### src/rtl/nw_rd_arbiter_pkg.sv
// Shared constants and the AR holding-register layout for the NW read arbiter.
package nw_pkg;
    localparam int BEAT_BYTES = 64;
    localparam int PAGE_BEATS = 64;
    localparam logic [2:0] AR_SIZE = 3'b110;

    localparam int REQ_S0 = 0;
    localparam int REQ_S1 = 1;

    typedef struct packed {
        logic [15:0] id;
        logic [63:0] addr;
        logic [7:0]  arlen;
        logic        last;
    } ar_reg_t;
endpackage

### src/rtl/nw_rd_arbiter_if.sv
// AXI read-address channel plus the R-channel ID/valid used for steering.
interface nw_rd_arbiter_if;
    logic [15:0] arid_m;
    logic [63:0] araddr_m;
    logic [7:0]  arlen_m;
    logic [2:0]  arsize_m;
    logic        arvalid_m;
    logic        arready_m;
    logic [15:0] rid_m;
    logic        rvalid_m;

    modport master (
        output arid_m, araddr_m, arlen_m, arsize_m, arvalid_m,
        input  arready_m, rid_m, rvalid_m
    );
    modport slave (
        input  arid_m, araddr_m, arlen_m, arsize_m, arvalid_m,
        output arready_m, rid_m, rvalid_m
    );
endinterface

### src/rtl/nw_rd_arbiter_rr.sv
// Round-robin grant: searches from the entry after i_ptr; pointer moves to the winner on i_adv.
module rr_arbiter #(
    parameter int N = 2,
    localparam int PW = (N > 1) ? $clog2(N) : 1
) (
    input  logic [N-1:0]  i_elig,
    input  logic [PW-1:0] i_ptr,
    input  logic          i_adv,
    output logic [N-1:0]  o_grant,
    output logic [PW-1:0] o_ptr_next
);
    logic [PW-1:0] w_idx;
    logic [PW-1:0] w_gidx;

    always_comb begin
        o_grant = '0;
        w_gidx  = i_ptr;
        w_idx   = '0;
        // Walk from farthest to nearest so the nearest eligible entry overwrites the rest.
        for (int k = N; k >= 1; k--) begin
            w_idx = PW'((int'(i_ptr) + k) % N);
            if (i_elig[w_idx]) begin
                o_grant        = '0;
                o_grant[w_idx] = 1'b1;
                w_gidx         = w_idx;
            end
        end
        o_ptr_next = (i_adv && (|i_elig)) ? w_gidx : i_ptr;
    end
endmodule

### src/rtl/nw_rd_arbiter.sv
// Shares one AXI AR channel between N_REQ streams: page-safe burst split, credit gating, RR grant.
module nw_rd_arbiter
    import nw_pkg::*;
#(
    parameter int N_REQ       = 2,
    parameter int CREDIT_W    = 16,
    parameter int INIT_CREDIT = 256
) (
    input  logic                  clk,
    input  logic                  rst,
    input  logic [N_REQ-1:0]      req_valid,
    input  logic [64*N_REQ-1:0]   req_addr,
    input  logic [32*N_REQ-1:0]   req_words,
    output logic [N_REQ-1:0]      req_ready,
    output logic [N_REQ-1:0]      req_done,
    input  logic [N_REQ-1:0]      fifo_pop,
    input  logic                  cred_wr,
    input  logic [7:0]            cred_idx,
    input  logic [CREDIT_W-1:0]   cred_data,
    nw_rd_arbiter_if.master       axi,
    output logic [N_REQ-1:0]      r_sel,
    output logic                  err_rid
);
    localparam int PW = (N_REQ > 1) ? $clog2(N_REQ) : 1;

    logic [N_REQ-1:0] w_elig, w_grant, w_zero, w_busy;
    logic [63:0]      w_addr  [N_REQ];
    logic [31:0]      w_words [N_REQ];
    logic [6:0]       w_len   [N_REQ];
    logic [PW-1:0]    w_ptr_next;
    logic             w_load, w_hs;

    ar_reg_t          r_ar;
    logic             r_arvalid;
    logic [PW-1:0]    r_ptr;
    logic [N_REQ-1:0] r_done;
    logic             r_err;

    assign w_hs   = r_arvalid && axi.arready_m;
    assign w_load = (!r_arvalid || axi.arready_m) && (|w_elig);

    rr_arbiter #(.N(N_REQ)) u_rr (
        .i_elig     (w_elig),
        .i_ptr      (r_ptr),
        .i_adv      (w_load),
        .o_grant    (w_grant),
        .o_ptr_next (w_ptr_next)
    );

    generate
        for (genvar gi = 0; gi < N_REQ; gi++) begin : g_req
            logic                r_busy;
            logic [63:0]         r_addr;
            logic [31:0]         r_words;
            logic [CREDIT_W-1:0] r_credit;
            logic [6:0]          w_room;
            logic                w_take;

            // Beats left before the next 4 KB boundary; always 1..64.
            assign w_room      = 7'(PAGE_BEATS) - {1'b0, r_addr[11:6]};
            assign w_len[gi]   = (r_words < 32'(w_room)) ? r_words[6:0] : w_room;
            assign w_elig[gi]  = r_busy && (r_credit >= CREDIT_W'(w_len[gi]));
            assign w_zero[gi]  = req_valid[gi] && !r_busy && (req_words[32*gi +: 32] == 32'd0);
            assign w_take      = w_load && w_grant[gi];
            assign w_busy[gi]  = r_busy;
            assign w_addr[gi]  = r_addr;
            assign w_words[gi] = r_words;

            always_ff @(posedge clk) begin
                if (rst) begin
                    r_busy   <= 1'b0;
                    r_addr   <= '0;
                    r_words  <= '0;
                    r_credit <= CREDIT_W'(INIT_CREDIT);
                end else begin
                    if (cred_wr && (cred_idx == 8'(gi)))
                        r_credit <= cred_data;
                    else
                        r_credit <= r_credit - (w_take ? CREDIT_W'(w_len[gi]) : '0)
                                             + CREDIT_W'(fifo_pop[gi]);

                    if (w_take) begin
                        r_addr  <= r_addr + 64'(w_len[gi]) * 64'(BEAT_BYTES);
                        r_words <= r_words - 32'(w_len[gi]);
                        if (r_words == 32'(w_len[gi]))
                            r_busy <= 1'b0;
                    end else if (req_valid[gi] && !r_busy && !w_zero[gi]) begin
                        r_addr  <= req_addr[64*gi +: 64];
                        r_words <= req_words[32*gi +: 32];
                        r_busy  <= 1'b1;
                    end
                end
            end

            assign r_sel[gi] = axi.rvalid_m && (axi.rid_m == 16'(gi));
        end
    endgenerate

    always_ff @(posedge clk) begin
        if (rst) begin
            r_ar      <= '0;
            r_arvalid <= 1'b0;
            r_ptr     <= PW'(N_REQ - 1);
            r_done    <= '0;
            r_err     <= 1'b0;
        end else begin
            r_done <= w_zero | ((w_hs && r_ar.last) ? (N_REQ'(1) << r_ar.id) : '0);
            if (w_load) begin
                r_arvalid  <= 1'b1;
                r_ar.id    <= 16'(w_ptr_next);
                r_ar.addr  <= w_addr[w_ptr_next];
                r_ar.arlen <= 8'(w_len[w_ptr_next]) - 8'd1;
                r_ar.last  <= (w_words[w_ptr_next] == 32'(w_len[w_ptr_next]));
                r_ptr      <= w_ptr_next;
            end else if (w_hs) begin
                r_arvalid  <= 1'b0;
            end
            if (axi.rvalid_m && (axi.rid_m >= 16'(N_REQ)))
                r_err <= 1'b1;
        end
    end

    assign req_ready     = ~w_busy;
    assign req_done      = r_done;
    assign err_rid       = r_err;
    assign axi.arid_m    = r_ar.id;
    assign axi.araddr_m  = r_ar.addr;
    assign axi.arlen_m   = r_ar.arlen;
    assign axi.arsize_m  = AR_SIZE;
    assign axi.arvalid_m = r_arvalid;
endmodule

### src/flat_wrapper.sv
// flat-port wrapper written by rule: the top's interface ports become plain ports
module nw_rd_arbiter_flat import nw_pkg::*;
#(
    parameter int N_REQ       = 2,
    parameter int CREDIT_W    = 16,
    parameter int INIT_CREDIT = 256
)
  (clk, rst, req_valid, req_addr, req_words, req_ready, req_done, fifo_pop, cred_wr, cred_idx, cred_data, r_sel, err_rid, axi_arid_m, axi_araddr_m, axi_arlen_m, axi_arsize_m, axi_arvalid_m, axi_arready_m, axi_rid_m, axi_rvalid_m);
  nw_rd_arbiter_if axi_i ();
  input  logic clk;
  input  logic rst;
  input  logic [N_REQ-1:0] req_valid;
  input  logic [64*N_REQ-1:0] req_addr;
  input  logic [32*N_REQ-1:0] req_words;
  output logic [N_REQ-1:0] req_ready;
  output logic [N_REQ-1:0] req_done;
  input  logic [N_REQ-1:0] fifo_pop;
  input  logic cred_wr;
  input  logic [7:0] cred_idx;
  input  logic [CREDIT_W-1:0] cred_data;
  output logic [N_REQ-1:0] r_sel;
  output logic err_rid;
  output wire logic [$bits(axi_i.arid_m)-1:0] axi_arid_m;
  output wire logic [$bits(axi_i.araddr_m)-1:0] axi_araddr_m;
  output wire logic [$bits(axi_i.arlen_m)-1:0] axi_arlen_m;
  output wire logic [$bits(axi_i.arsize_m)-1:0] axi_arsize_m;
  output wire logic [$bits(axi_i.arvalid_m)-1:0] axi_arvalid_m;
  input wire logic [$bits(axi_i.arready_m)-1:0] axi_arready_m;
  input wire logic [$bits(axi_i.rid_m)-1:0] axi_rid_m;
  input wire logic [$bits(axi_i.rvalid_m)-1:0] axi_rvalid_m;
  assign axi_arid_m = axi_i.arid_m;
  assign axi_araddr_m = axi_i.araddr_m;
  assign axi_arlen_m = axi_i.arlen_m;
  assign axi_arsize_m = axi_i.arsize_m;
  assign axi_arvalid_m = axi_i.arvalid_m;
  assign axi_i.arready_m = axi_arready_m;
  assign axi_i.rid_m = axi_rid_m;
  assign axi_i.rvalid_m = axi_rvalid_m;
  nw_rd_arbiter #(.N_REQ(N_REQ), .CREDIT_W(CREDIT_W), .INIT_CREDIT(INIT_CREDIT)) u_core (.clk(clk), .rst(rst), .req_valid(req_valid), .req_addr(req_addr), .req_words(req_words), .req_ready(req_ready), .req_done(req_done), .fifo_pop(fifo_pop), .cred_wr(cred_wr), .cred_idx(cred_idx), .cred_data(cred_data), .axi(axi_i), .r_sel(r_sel), .err_rid(err_rid));
endmodule
### config.mk
export PLATFORM = sky130hd
export DESIGN_NAME = nw_rd_arbiter_flat
export DESIGN_NICKNAME = d
export VERILOG_FILES = /design/src/rtl/nw_rd_arbiter_pkg.sv /design/src/rtl/nw_rd_arbiter_if.sv /design/src/rtl/nw_rd_arbiter_rr.sv /design/src/rtl/nw_rd_arbiter.sv /design/src/flat_wrapper.sv
export SDC_FILE = /design/constraint.sdc
export NUM_CORES = 1
export LEC_CHECK = 0
export ABC_AREA = 1
export BUFFER_PORTS_ARGS = -buffer_cell sky130_fd_sc_hd__buf_2
export CORE_MARGIN = 2
export CORE_UTILIZATION = 30
export DETAILED_ROUTE_END_ITERATION = 10
export PLACE_DENSITY_LB_ADDON = 0.15
export SLEW_MARGIN = 0
export SYNTH_ARGS = -nofsm -noshare
export SYNTH_HDL_FRONTEND = slang
export SYNTH_HIERARCHICAL = 1
export SYNTH_SLANG_ARGS = --single-unit
### constraint.sdc
create_clock -name clk -period 6.2 [get_ports clk]
set_clock_uncertainty 0.2 [all_clocks]
set_input_delay 0.31 -clock clk [delete_from_list [all_inputs] [get_ports clk]]
set_output_delay 0.31 -clock clk [all_outputs]
set_load 0.01 [all_outputs]
======== Word level (Yosys, flattened, before mapping) ========
Index checks and enable logic that the tools add are counted.
word-level totals
  register bits after elaboration ......... 305
  bits in latches ......................... 0
  bits in writable memories ............... 0
  ROM bits ................................ 0
  input port bits ......................... 241
  memories ................................ 0
cells by class
  $add $sub $neg .......................... 13
  multiply operators ...................... 0
  divide/modulo/power cells ............... 0
  $lt $le $gt $ge ......................... 10
  eq/ne operators ......................... 7
  shifts and indexed selects .............. 1
  multiplexer cells ....................... 45
  bitwise operators ....................... 3
  reductions and logical operators ........ 37
operators with widths
  cell                 count
  $mux 64              7
  $mux 32              7
  $add 64x13->64       2
  $eq 32x7->1          3
  $logic_not 32->1     2
  $lt 32x7->1          2
  $sub 32x7->32        2
  $mux 7               7
  $add 16x1->16        2
  $ge 16x7->1          2
  $mux 16              2
  $sub 16x16->16       2
  $logic_and 1x1->1    21
  $mux 1               17
  $eq 16x1->1 const B  1
  $ge 16x2->1 const B  1
  $logic_not 16->1     1
  $sub 7x6->7 const A  2
  $eq 8x1->1 const B   1
  $logic_not 8->1      1
  $sub 7x1->8 const B  1
  $mux 2               3
  $reduce_bool 2->1    3
  $logic_not 1->1      5
  other kinds (13)     19

======== Logic depth before layout (Yosys ltp) ========
Gate-level depths: netlist of the first run.
  depth after elaboration ................. 15
  depth in mapped cells ................... 54

======== Hierarchy ========
Netlist of the first run, hierarchy kept.
by module, submodules not included
  module         times used  cells each  area each (µm²)  seq. area each (µm²)
  nw_rd_arbiter  1           4032        24497.2          6105.9
  rr_arbiter     1           7           35.0             0.0

======== Worst setup path after synthesis of the first run ========
OpenSTA, ideal clock, no wires.
  kind .................................... register to register
  start point ............................. register u_core.g_req[0].r_addr[6]
  end point ............................... register u_core.g_req[1].r_credit[15]
  arrival time ............................ 6.453 ns
  required time ........................... 5.886 ns
  path slack .............................. -0.567 ns
  cell stages (with the launch flop) ...... 50
  buffers on the path ..................... 2
  period minus slack after synthesis ...... 6.767 ns
  cell sequence ........................... dfxtp_1 -> clkinv_1 -> ha_1 -> xnor2_1 -> inv_1 -> ha_1 -> nand2_1 -> inv_1 -> nand2_1 -> nand2_1 -> nand4_1 -> nand3_2 -> buf_2 -> inv_1 -> o21ai_0 -> ha_1 -> o21ai_0 -> nand2_1 -> (+14 left out) -> nand2_1 -> ha_1 -> ha_1 -> a21oi_1 -> nand2_1 -> a21oi_1 -> o21bai_1 -> nand2_1 -> nand2_1 -> nand2_1 -> nand2_1 -> a21boi_0 -> o21ai_0 -> a21boi_0 -> o21ai_0 -> xnor2_1 -> o21bai_1 -> inv_1
on the way
  cells in the longest elaborated chain, start to end .. 14
  elaborated cells on any way between the ends .. 18
  classes of those cells .................. 3 x add/sub; 2 x order compare; 9 x mux; 4 x reduce/logical
ends and longest elaborated chain
  item                                        RTL line                text
  start, declared                             nw_rd_arbiter.sv:53     logic [63:0] r_addr;
  start signal, assigned                      nw_rd_arbiter.sv:83     r_addr <= r_addr + 64'(w_len[gi]) * 64'(BEAT_BYTES);
  start signal, assigned                      nw_rd_arbiter.sv:88     r_addr <= req_addr[64*gi +: 64];
  $sub 7x6->7 (*)                             nw_rd_arbiter.sv:60     assign w_room = 7'(PAGE_BEATS) - {1'b0, r_addr[11:6]};
  $lt 32x7->1                                 nw_rd_arbiter.sv:61     assign w_len[gi] = (r_words < 32'(w_room)) ? r_words[6:0] : w_room;
  $mux 7 (*)                                  nw_rd_arbiter.sv:61
  $ge 16x7->1 (*)                             nw_rd_arbiter.sv:62     assign w_elig[gi] = r_busy && (r_credit >= CREDIT_W'(w_len[gi]));
  $logic_and 1x1->1 (*)                       nw_rd_arbiter.sv:62
  named net u_core.w_elig[0]                  nw_rd_arbiter.sv:26     logic [N_REQ-1:0] w_elig, w_grant, w_zero, w_busy;
  $mux 1 (not written as such) (2 in series)  nw_rd_arbiter_rr.sv:22  if (i_elig[w_idx]) begin
  $mux 2                                      nw_rd_arbiter_rr.sv:22
  $mux 2 (*)                                  nw_rd_arbiter_rr.sv:22
  named net u_core.w_grant[1]                 nw_rd_arbiter.sv:26
  $logic_and 1x1->1 (*)                       nw_rd_arbiter.sv:64     assign w_take = w_load && w_grant[gi];
  $mux 7 (*)                                  nw_rd_arbiter.sv:79     r_credit <= r_credit - (w_take ? CREDIT_W'(w_len[gi]) : '0)
  $sub 16x16->16 (*)                          nw_rd_arbiter.sv:79
  $add 16x1->16 (*)                           nw_rd_arbiter.sv:80     + CREDIT_W'(fifo_pop[gi]);
  $mux 16 (*)                                 nw_rd_arbiter.sv:76     if (cred_wr && (cred_idx == 8'(gi)))
  end signal, assigned                        nw_rd_arbiter.sv:74     r_credit <= CREDIT_W'(INIT_CREDIT);
  end signal, assigned                        nw_rd_arbiter.sv:77     r_credit <= cred_data;
  end signal, assigned                        nw_rd_arbiter.sv:79
  end, declared                               nw_rd_arbiter.sv:55     logic [CREDIT_W-1:0] r_credit;
Mark *: on every way through the listed nets, which the timed path passes. The rest lies on a longest branch. The select of a mux whose other input is x is not followed.
A chain may end at the register's enable or synchronous reset.

======== Worst setup path in the final report of the first run ========
  start point ............................. register u_core.g_req[0].r_addr[7]
  end point ............................... register u_core.g_req[0].r_credit[12]
on the way
  cells in the longest elaborated chain, start to end .. 14
  elaborated cells on any way between the ends .. 18
  classes of those cells .................. 3 x add/sub; 2 x order compare; 9 x mux; 4 x reduce/logical
ends and longest elaborated chain
  item                                        RTL line
  $sub 7x6->7 (*)                             nw_rd_arbiter.sv:60
  $lt 32x7->1                                 nw_rd_arbiter.sv:61
  $mux 7 (*)                                  nw_rd_arbiter.sv:61
  $ge 16x7->1 (*)                             nw_rd_arbiter.sv:62
  $logic_and 1x1->1 (*)                       nw_rd_arbiter.sv:62
  named net u_core.w_elig[0]                  nw_rd_arbiter.sv:26
  $mux 1 (not written as such) (2 in series)  nw_rd_arbiter_rr.sv:22
  $mux 2                                      nw_rd_arbiter_rr.sv:22
  $mux 2 (*)                                  nw_rd_arbiter_rr.sv:22
  named net u_core.w_grant[0]                 nw_rd_arbiter.sv:26
  $logic_and 1x1->1 (*)                       nw_rd_arbiter.sv:64
  $mux 7 (*)                                  nw_rd_arbiter.sv:79
  $sub 16x16->16 (*)                          nw_rd_arbiter.sv:79
  $add 16x1->16 (*)                           nw_rd_arbiter.sv:80
  $mux 16 (*)                                 nw_rd_arbiter.sv:76
  end signal, assigned                        nw_rd_arbiter.sv:74
  end signal, assigned                        nw_rd_arbiter.sv:77
  end signal, assigned                        nw_rd_arbiter.sv:79
  end, declared                               nw_rd_arbiter.sv:55
Marked as above.

==> flow_metrics.env, run 1 <==
export IMPL_max_cap_violations=0
export IMPL_end_kind="register"
export IMPL_layout_setup_ws_ps=121.5
export IMPL_syn_inst=4039
export IMPL_area_growth_pct=27.72
export IMPL_pwr_share_seq_pct=23.7
export IMPL_grt_overflow=0
export IMPL_dpl_cell_area_sq_mm=0.02704
export IMPL_ir_worst_vdd_mv=0.2316
export IMPL_r2r_setup_slack_ps=120
export IMPL_numCtsBuffers=42
export IMPL_slew_headroom_pct=32.09
export IMPL_ys_top_cells_by_area="dfxtp_1 25%, nand2_1 14%, nand3_1 12%, inv_1 9.4%, ha_1 5.5%"
export IMPL_nNetsFinal=4855
export IMPL_status="completed"
export IMPL_cts_clk_slew_worst_paths_ps=60
export IMPL_drt_iter0_markers=2378
export IMPL_ys_flop_type="dfxtp_1"
export IMPL_routed_via_density=4.892
export IMPL_drc=0
export IMPL_crit_required_ps=6460
export IMPL_cts_sinks=305
export IMPL_gp_congestion=0.9557
export IMPL_die_h_microns=290.0
export IMPL_antenna_found_initial=0
export IMPL_hold_path_class="in2reg"
export IMPL_finalCritPeriodShare_pct=98.04
export IMPL_globalRouteTotalUtil_pct=23.39
export IMPL_yosys_warnings=6
export IMPL_sw_frac_of_total_pct=46.11
export IMPL_power_leakage_uw=0.01516
export IMPL_holdPathStages=5
export IMPL_internal_power_uw=6556
export IMPL_tightest_slew_ps=1019
export IMPL_crit_family="simple AND/OR/NAND/NOR gates"
export IMPL_design_area_sq_mm=0.03133
export IMPL_crit_arrival_ps=6340
export IMPL_drtAntennaViolNets=0
export IMPL_synth_seq_cells=305
export IMPL_grt_pass1_wl_microns=154300
export IMPL_min_from="req_addr[35]"
export IMPL_yosysMostFrequentCell="nand2_1"
export IMPL_ys_async_sr_fraction_pct=0
export IMPL_cp_num_buf_inv=11
export IMPL_r2r_cells=46
export IMPL_switching_power_uw=5609
export IMPL_synth_commonest_cells="925 x nand2_1, 615 x inv_1, 581 x nand3_1, 307 x nor2_1, 305 x dfxtp_1"
export IMPL_hpwl_microns=77150
export IMPL_critPathKind="reg2reg"
export IMPL_hold_slack_ps=8.390
export IMPL_root_buffer="clkbuf_16"
export IMPL_max_freq_mhz=164.5
export IMPL_post_drt_wl_per_cell_microns=18.31
export IMPL_p_comb_share_pct=55.3
export IMPL_synth_top_cell_by_area="dfxtp_1"
export IMPL_portBuffers=321
export IMPL_ys_seq_area_share_pct=24.89
export IMPL_cpMaxStageDelayCell="dfxtp_2"
export IMPL_grt_pass1_vias=25890
export IMPL_synthesis_area_sq_mm=0.02453
export IMPL_crit_fanout=4
export IMPL_slowest_delay_ps=350
export IMPL_pre_cts_ws_ps=-44.81
export IMPL_clk_latency_ps=580
export IMPL_clockPowerShare_pct=21.0
export IMPL_start_util_pct=30.36
export IMPL_rows=104
export IMPL_drive_gt1_share_pct=14.83
export IMPL_yosysTopAreaCellShare_pct=24.89
export IMPL_worstHoldEndpoint="u_core/g_req[0].r_addr[35]"
export IMPL_cts_tree="built"
export IMPL_die_area_sq_mm=0.08408
export IMPL_final_hold_violation_count=0
export IMPL_startpoint_type="register"
export IMPL_period_needed_ps=6079
export IMPL_vias=27380
export IMPL_p_total_uw=12170
export IMPL_cts_max_level=2
export IMPL_crit_top_cell="nand2_1"
export IMPL_slew_violations=0
export IMPL_routed_wl_microns=102500
export IMPL_setup_viol_count_final=0
export IMPL_drt_first_pass_iters=5
export IMPL_synth_cell_type_count=56
export IMPL_synth_edff_count=0
export IMPL_core_area_sq_mm=0.08081
export IMPL_grt_max_degree=181
export IMPL_chipWidth_microns=290.0
export IMPL_synth_avg_cell_area_sq_um=6.074
export IMPL_cellPowerDensity_mw_per_mm2=388.3
export IMPL_pin_count=340
export IMPL_r2r_start="u_core/g_req[0].r_addr[7]"
export IMPL_rsz0062_at_grt="yes"
export IMPL_reg2reg_to="u_core/g_req[0].r_credit[12]"
export IMPL_clockBufferDepth=3
export IMPL_diodes=0
[through the flow]
| stage | util (%) | std cells | TNS [ps] |
|---|---|---|---|
| finish | 38.77 | 5597 | 0 |
| global route | 38.77 | 5597 | -1133 |
| CTS | 37.84 | 5571 | 0 |
| detailed placement | 33.47 | 5287 | -78.68 |
| global placement | 33.47 | 5287 | 0 |
| floorplan | - | 4055 | 0 |
[cell type report]
cell class                      instances  area, sq um
Clock inverter                         14        130.1
Inverter                              628         2370
Fill cell                            8841        49480
Tap cell                             1060         1326
Clock buffer                           62         1310
Multi-Input combinational cell       2867        15270
Sequential cell                       305         6112
Timing Repair Buffer                  661         4811
[routing by layer]
metal,GRT usage [%],vias to the layer above,wire length (microns)
li1,-,13850,-
met1,33.62,12590,49160
met2,37.39,845,45660
met3,2.543,104,5619
met4,5.310,0,2012
met5,0,-,0
[worst min-delay path: cells and delay by family]
family,cells,cell delay (ps)
buffers and inverters,2,140
AOI/OAI and AO/OA,3,280
[how the worst max path moves through the flow]
stage | start | endpoint | slack [ps] | cells past startpoint
2_1_floorplan | u_core/g_req[0].r_addr[6] | u_core/g_req[1].r_credit[12] | 3 | 52
3_3_place_gp | u_core/g_req[0].r_addr[6] | u_core/g_req[1].r_credit[12] | 30 | 51
3_5_place_dp | u_core/g_req[0].r_addr[6] | u_core/g_req[1].r_credit[12] | -40 | 51
4_1_cts | u_core/g_req[0].r_addr[6] | u_core/g_req[1].r_credit[12] | 3 | 52
5_1_grt | u_core/g_req[0].r_addr[7] | u_core/g_req[1].r_credit[12] | -330 | 52
6_report | u_core/g_req[0].r_addr[7] | u_core/g_req[0].r_credit[12] | 120 | 46
[power groups by stage]
stage                     clock network [uW]  registers, uW  logic (uW)
after floorplan                            0           2720        4450
after global placement                     0           2910        6140
after detailed placement                   0           2900        6100
after CTS                               2620           2870        6250
after global routing                    2690           2940        7490
final                                   2560           2890        6720
[registers in the layout, indices dropped and copies added, names as in the netlist, 2 cells and up]
signal                 cells
u_core/g_req.r_addr      128
u_core/axi.araddr_m       64
u_core/g_req.r_words      64
u_core/g_req.r_credit     32
u_core/axi.arlen_m         8
u_core/g_req.r_busy        2
u_core/req_done            2
[cell usage in the layout, fill, tap and decap left out, types with 8 or more instances in the layout]
| master | netlist | routed |
|---|---|---|
| nand2_1 | 925 | 908 |
| inv_1 | 615 | 600 |
| nand3_1 | 581 | 579 |
| buf_2 | 54 | 321 |
| nor2_1 | 307 | 303 |
| dfxtp_1 | 305 | 300 |
| o21ai_0 | 256 | 242 |
| dlygate4sd3_1 | 0 | 208 |
| a21oi_1 | 159 | 146 |
| xor2_1 | 135 | 135 |
| buf_4 | 95 | 117 |
| nor3_1 | 94 | 91 |
| ha_1 | 107 | 84 |
| nand4_1 | 57 | 57 |
| nor4_1 | 50 | 50 |
| clkbuf_16 | 0 | 46 |
| nand2_2 | 10 | 24 |
| inv_2 | 10 | 23 |
| xnor2_1 | 26 | 23 |
| ha_4 | 0 | 23 |
| o21bai_1 | 23 | 22 |
| o21ai_1 | 13 | 18 |
| conb_1 | 2 | 18 |
| nand3b_1 | 16 | 16 |
| a21oi_2 | 1 | 14 |
| clkbuf_8 | 0 | 12 |
| o21ai_2 | 3 | 11 |
| a31oi_1 | 11 | 11 |
| clkinv_2 | 0 | 9 |
| nor2_2 | 6 | 8 |
[logic make-up after synthesis]
| group | count (synthesis) | synth area share (%) |
|---|---|---|
| AO/OA/AOI/OAI | 499 | 10.93 |
| AND/OR/NAND/NOR | 2080 | 37.39 |
| flip-flops | 305 | 24.89 |
| XOR/XNOR | 161 | 5.748 |
| other | 2 | 0.03061 |
| buffers and inverters | 883 | 15.39 |
| adder cells (fa/ha/maj) | 109 | 5.620 |
[what timing repair did]
action                                  in CTS  in global routing
setup buffers                                0                 25
pin swaps                                    1                 75
endpoints found under the hold margin      216                  0
hold buffers                               208                  0
endpoints found under the setup margin       3                 22
gates resized for setup                      4                119
cloned                                       0                  1
Note: power is estimated with default switching activity, not from simulation.
==> inputs of run 2 (changes only) <==
--- a/config.mk
+++ b/config.mk
@@ -8,9 +8,9 @@
 export ABC_AREA = 1
 export BUFFER_PORTS_ARGS = -buffer_cell sky130_fd_sc_hd__buf_2
 export CORE_MARGIN = 2
-export CORE_UTILIZATION = 30
+export CORE_UTILIZATION = 35
 export DETAILED_ROUTE_END_ITERATION = 10
-export PLACE_DENSITY_LB_ADDON = 0.15
+export PLACE_DENSITY = 0.63
 export SLEW_MARGIN = 0
 export SYNTH_ARGS = -nofsm -noshare
 export SYNTH_HDL_FRONTEND = slang
==> flow_metrics.env, run 2 (synthesized netlist as in run 1, its figures left out) <==
export IMPL_drtAntennaViolNets=0
export IMPL_post_drt_wl_per_cell_microns=17.84
export IMPL_clockBufferDepth=3
export IMPL_core_area_sq_mm=0.06966
export IMPL_drive_gt1_share_pct=13.47
export IMPL_design_area_sq_mm=0.03060
export IMPL_finalCritPeriodShare_pct=97.24
export IMPL_final_hold_violation_count=0
export IMPL_startpoint_type="register"
export IMPL_cts_max_level=2
export IMPL_antenna_found_initial=0
export IMPL_dpl_cell_area_sq_mm=0.02670
export IMPL_cts_tree="built"
export IMPL_layout_setup_ws_ps=171.1
export IMPL_grt_max_degree=181
export IMPL_grt_pass1_wl_microns=144700
export IMPL_crit_top_cell="nand2_1"
export IMPL_slew_headroom_pct=27.37
export IMPL_power_leakage_uw=0.01487
export IMPL_r2r_setup_slack_ps=170
export IMPL_nNetsFinal=4811
export IMPL_globalRouteTotalUtil_pct=25.81
export IMPL_ir_worst_vdd_mv=0.2832
export IMPL_gp_congestion=0.9942
export IMPL_max_freq_mhz=165.9
export IMPL_chipWidth_microns=268.8
export IMPL_pre_cts_ws_ps=-94.33
export IMPL_hold_slack_ps=33.63
export IMPL_start_util_pct=35.21
export IMPL_reg2reg_to="u_core/g_req[0].r_credit[12]"
export IMPL_grt_overflow=0
export IMPL_placed_cells=5143
export IMPL_holdPathStages=6
export IMPL_cts_clk_slew_worst_paths_ps=60
export IMPL_crit_arrival_ps=6280
export IMPL_critPathKind="reg2reg"
export IMPL_slew_violations=0
export IMPL_cpMaxStageDelayCell="ha_1"
export IMPL_rows=97
export IMPL_crit_fanout=7
export IMPL_pin_count=340
export IMPL_layout_commonest_cell="nand2_1"
export IMPL_routed_wl_microns=96880
export IMPL_hold_path_class="in2reg"
export IMPL_die_h_microns=268.8
export IMPL_crit_required_ps=6450
export IMPL_portBuffers=321
export IMPL_root_buffer="clkbuf_16"
export IMPL_slowest_delay_ps=320
export IMPL_cellPowerDensity_mw_per_mm2=381.6
export IMPL_layout_common_cells="917 x nand2_1, 602 x inv_1, 578 x nand3_1"
export IMPL_instances_no_fill=5430
export IMPL_p_total_uw=11680
export IMPL_r2r_cells=45
export IMPL_clk_latency_ps=570
export IMPL_vias=27530
export IMPL_status="completed"
export IMPL_rsz0062_at_grt="yes"
export IMPL_max_cap_violations=0
export IMPL_worstSetupStartpoint="u_core/g_req[0].r_addr[7]"
export IMPL_period_needed_ps=6029
export IMPL_drc=0
export IMPL_r2r_start="u_core/g_req[0].r_addr[7]"
export IMPL_tightest_slew_ps=1089
export IMPL_diodes=0
export IMPL_drt_first_pass_iters=6
export IMPL_fill_cells=7501
export IMPL_numCtsBuffers=39
export IMPL_cts_sinks=305
export IMPL_largest_reg_flops=128
export IMPL_crit_end="u_core/g_req[0].r_credit[12]"
export IMPL_grt_pass1_vias=25180
export IMPL_setup_viol_count_final=0
export IMPL_end_kind="register"
export IMPL_hpwl_microns=72460
export IMPL_top_register="u_core/g_req.r_addr"
export IMPL_routed_via_density=5.071
export IMPL_die_area_sq_mm=0.07223
export IMPL_area_growth_pct=24.73
export IMPL_drt_iter0_markers=2734
-- run 2: cell types whose count changed in the layout (fill, tap and decap cells not counted), moves of 6 or more --
cell,delta
nand2_2,-7
ha_1,+7
a21oi_1,+6
nand2_1,+9
ha_4,-8
buf_4,-33
a21oi_2,-6
-- run 2: worst min-delay path by stage --
stage | end | slack, ps | startpoint
after floorplan | u_core/g_req[1].r_credit[8] | 240 | cred_data[8]
after detailed placement | u_core/err_rid | 250 | u_core/err_rid
after global routing | u_core/g_req[0].r_credit[0] | 30 | fifo_pop[0]
after CTS | u_core/g_req[0].r_addr[26] | 0.3 | req_addr[26]
final | u_core/g_req[0].r_addr[31] | 30 | req_addr[31]
after global placement | u_core/err_rid | 250 | u_core/err_rid
-- run 2: critical path: cells and delay by family (launching register included) --
family	cells	cell delay (ps)
AOI/OAI and AO/OA	9	1450
adders and majority gates	5	1180
buffers and inverters	9	800
and+or+nand+nor	20	1670
xor gates and xnor gates	2	300
DFF	1	300
-- run 2: metrics by stage --
stage          setup TNS, ps  utilization [%]
2_1_floorplan              0                -
3_3_place_gp          -3.532            38.33
3_5_place_dp          -127.4            38.33
4_1_cts                    0            43.21
5_1_grt               -869.8            43.92
6_report                   0            43.92
-- run 2: area by class of cell --
type	instances	area, sq um	area share, %
Clock inverter	15	183.9	0.6011
Timing Repair Buffer	619	4446	14.53
Tap cell	940	1176	3.844
Clock buffer	55	1159	3.787
Sequential cell	305	6110	19.97
Multi-Input combinational cell	2868	15150	49.52
Inverter	628	2372	7.753
-- run 2: power breakdown --
group          switching, uW  internal (uW)  total (uW)
Sequential               449           2440        2890
Combinational           3980           2390        6370
Clock                    955           1470        2420
Total                   5380           6300       11700
-- run 2: repair_timing --
action / CTS / global route
gates resized for setup: 3 / 94
cloned: 0 / 1
hold endpoints to repair: 214 / 0
endpoints found under the setup margin: 3 / 27
hold buffers: 203 / 0
pin swaps: 1 / 53
buffers inserted: 2 / 11
-- run 2: layer usage --
layer / wire length (microns) / GRT usage [%] / part of all wire [%]
met5: 0 / 0 / 0
met4: 3017 / 8.874 / 3.1
met3: 7017 / 3.507 / 7.2
met2: 42800 / 40.55 / 44
met1: 44050 / 36.14 / 45
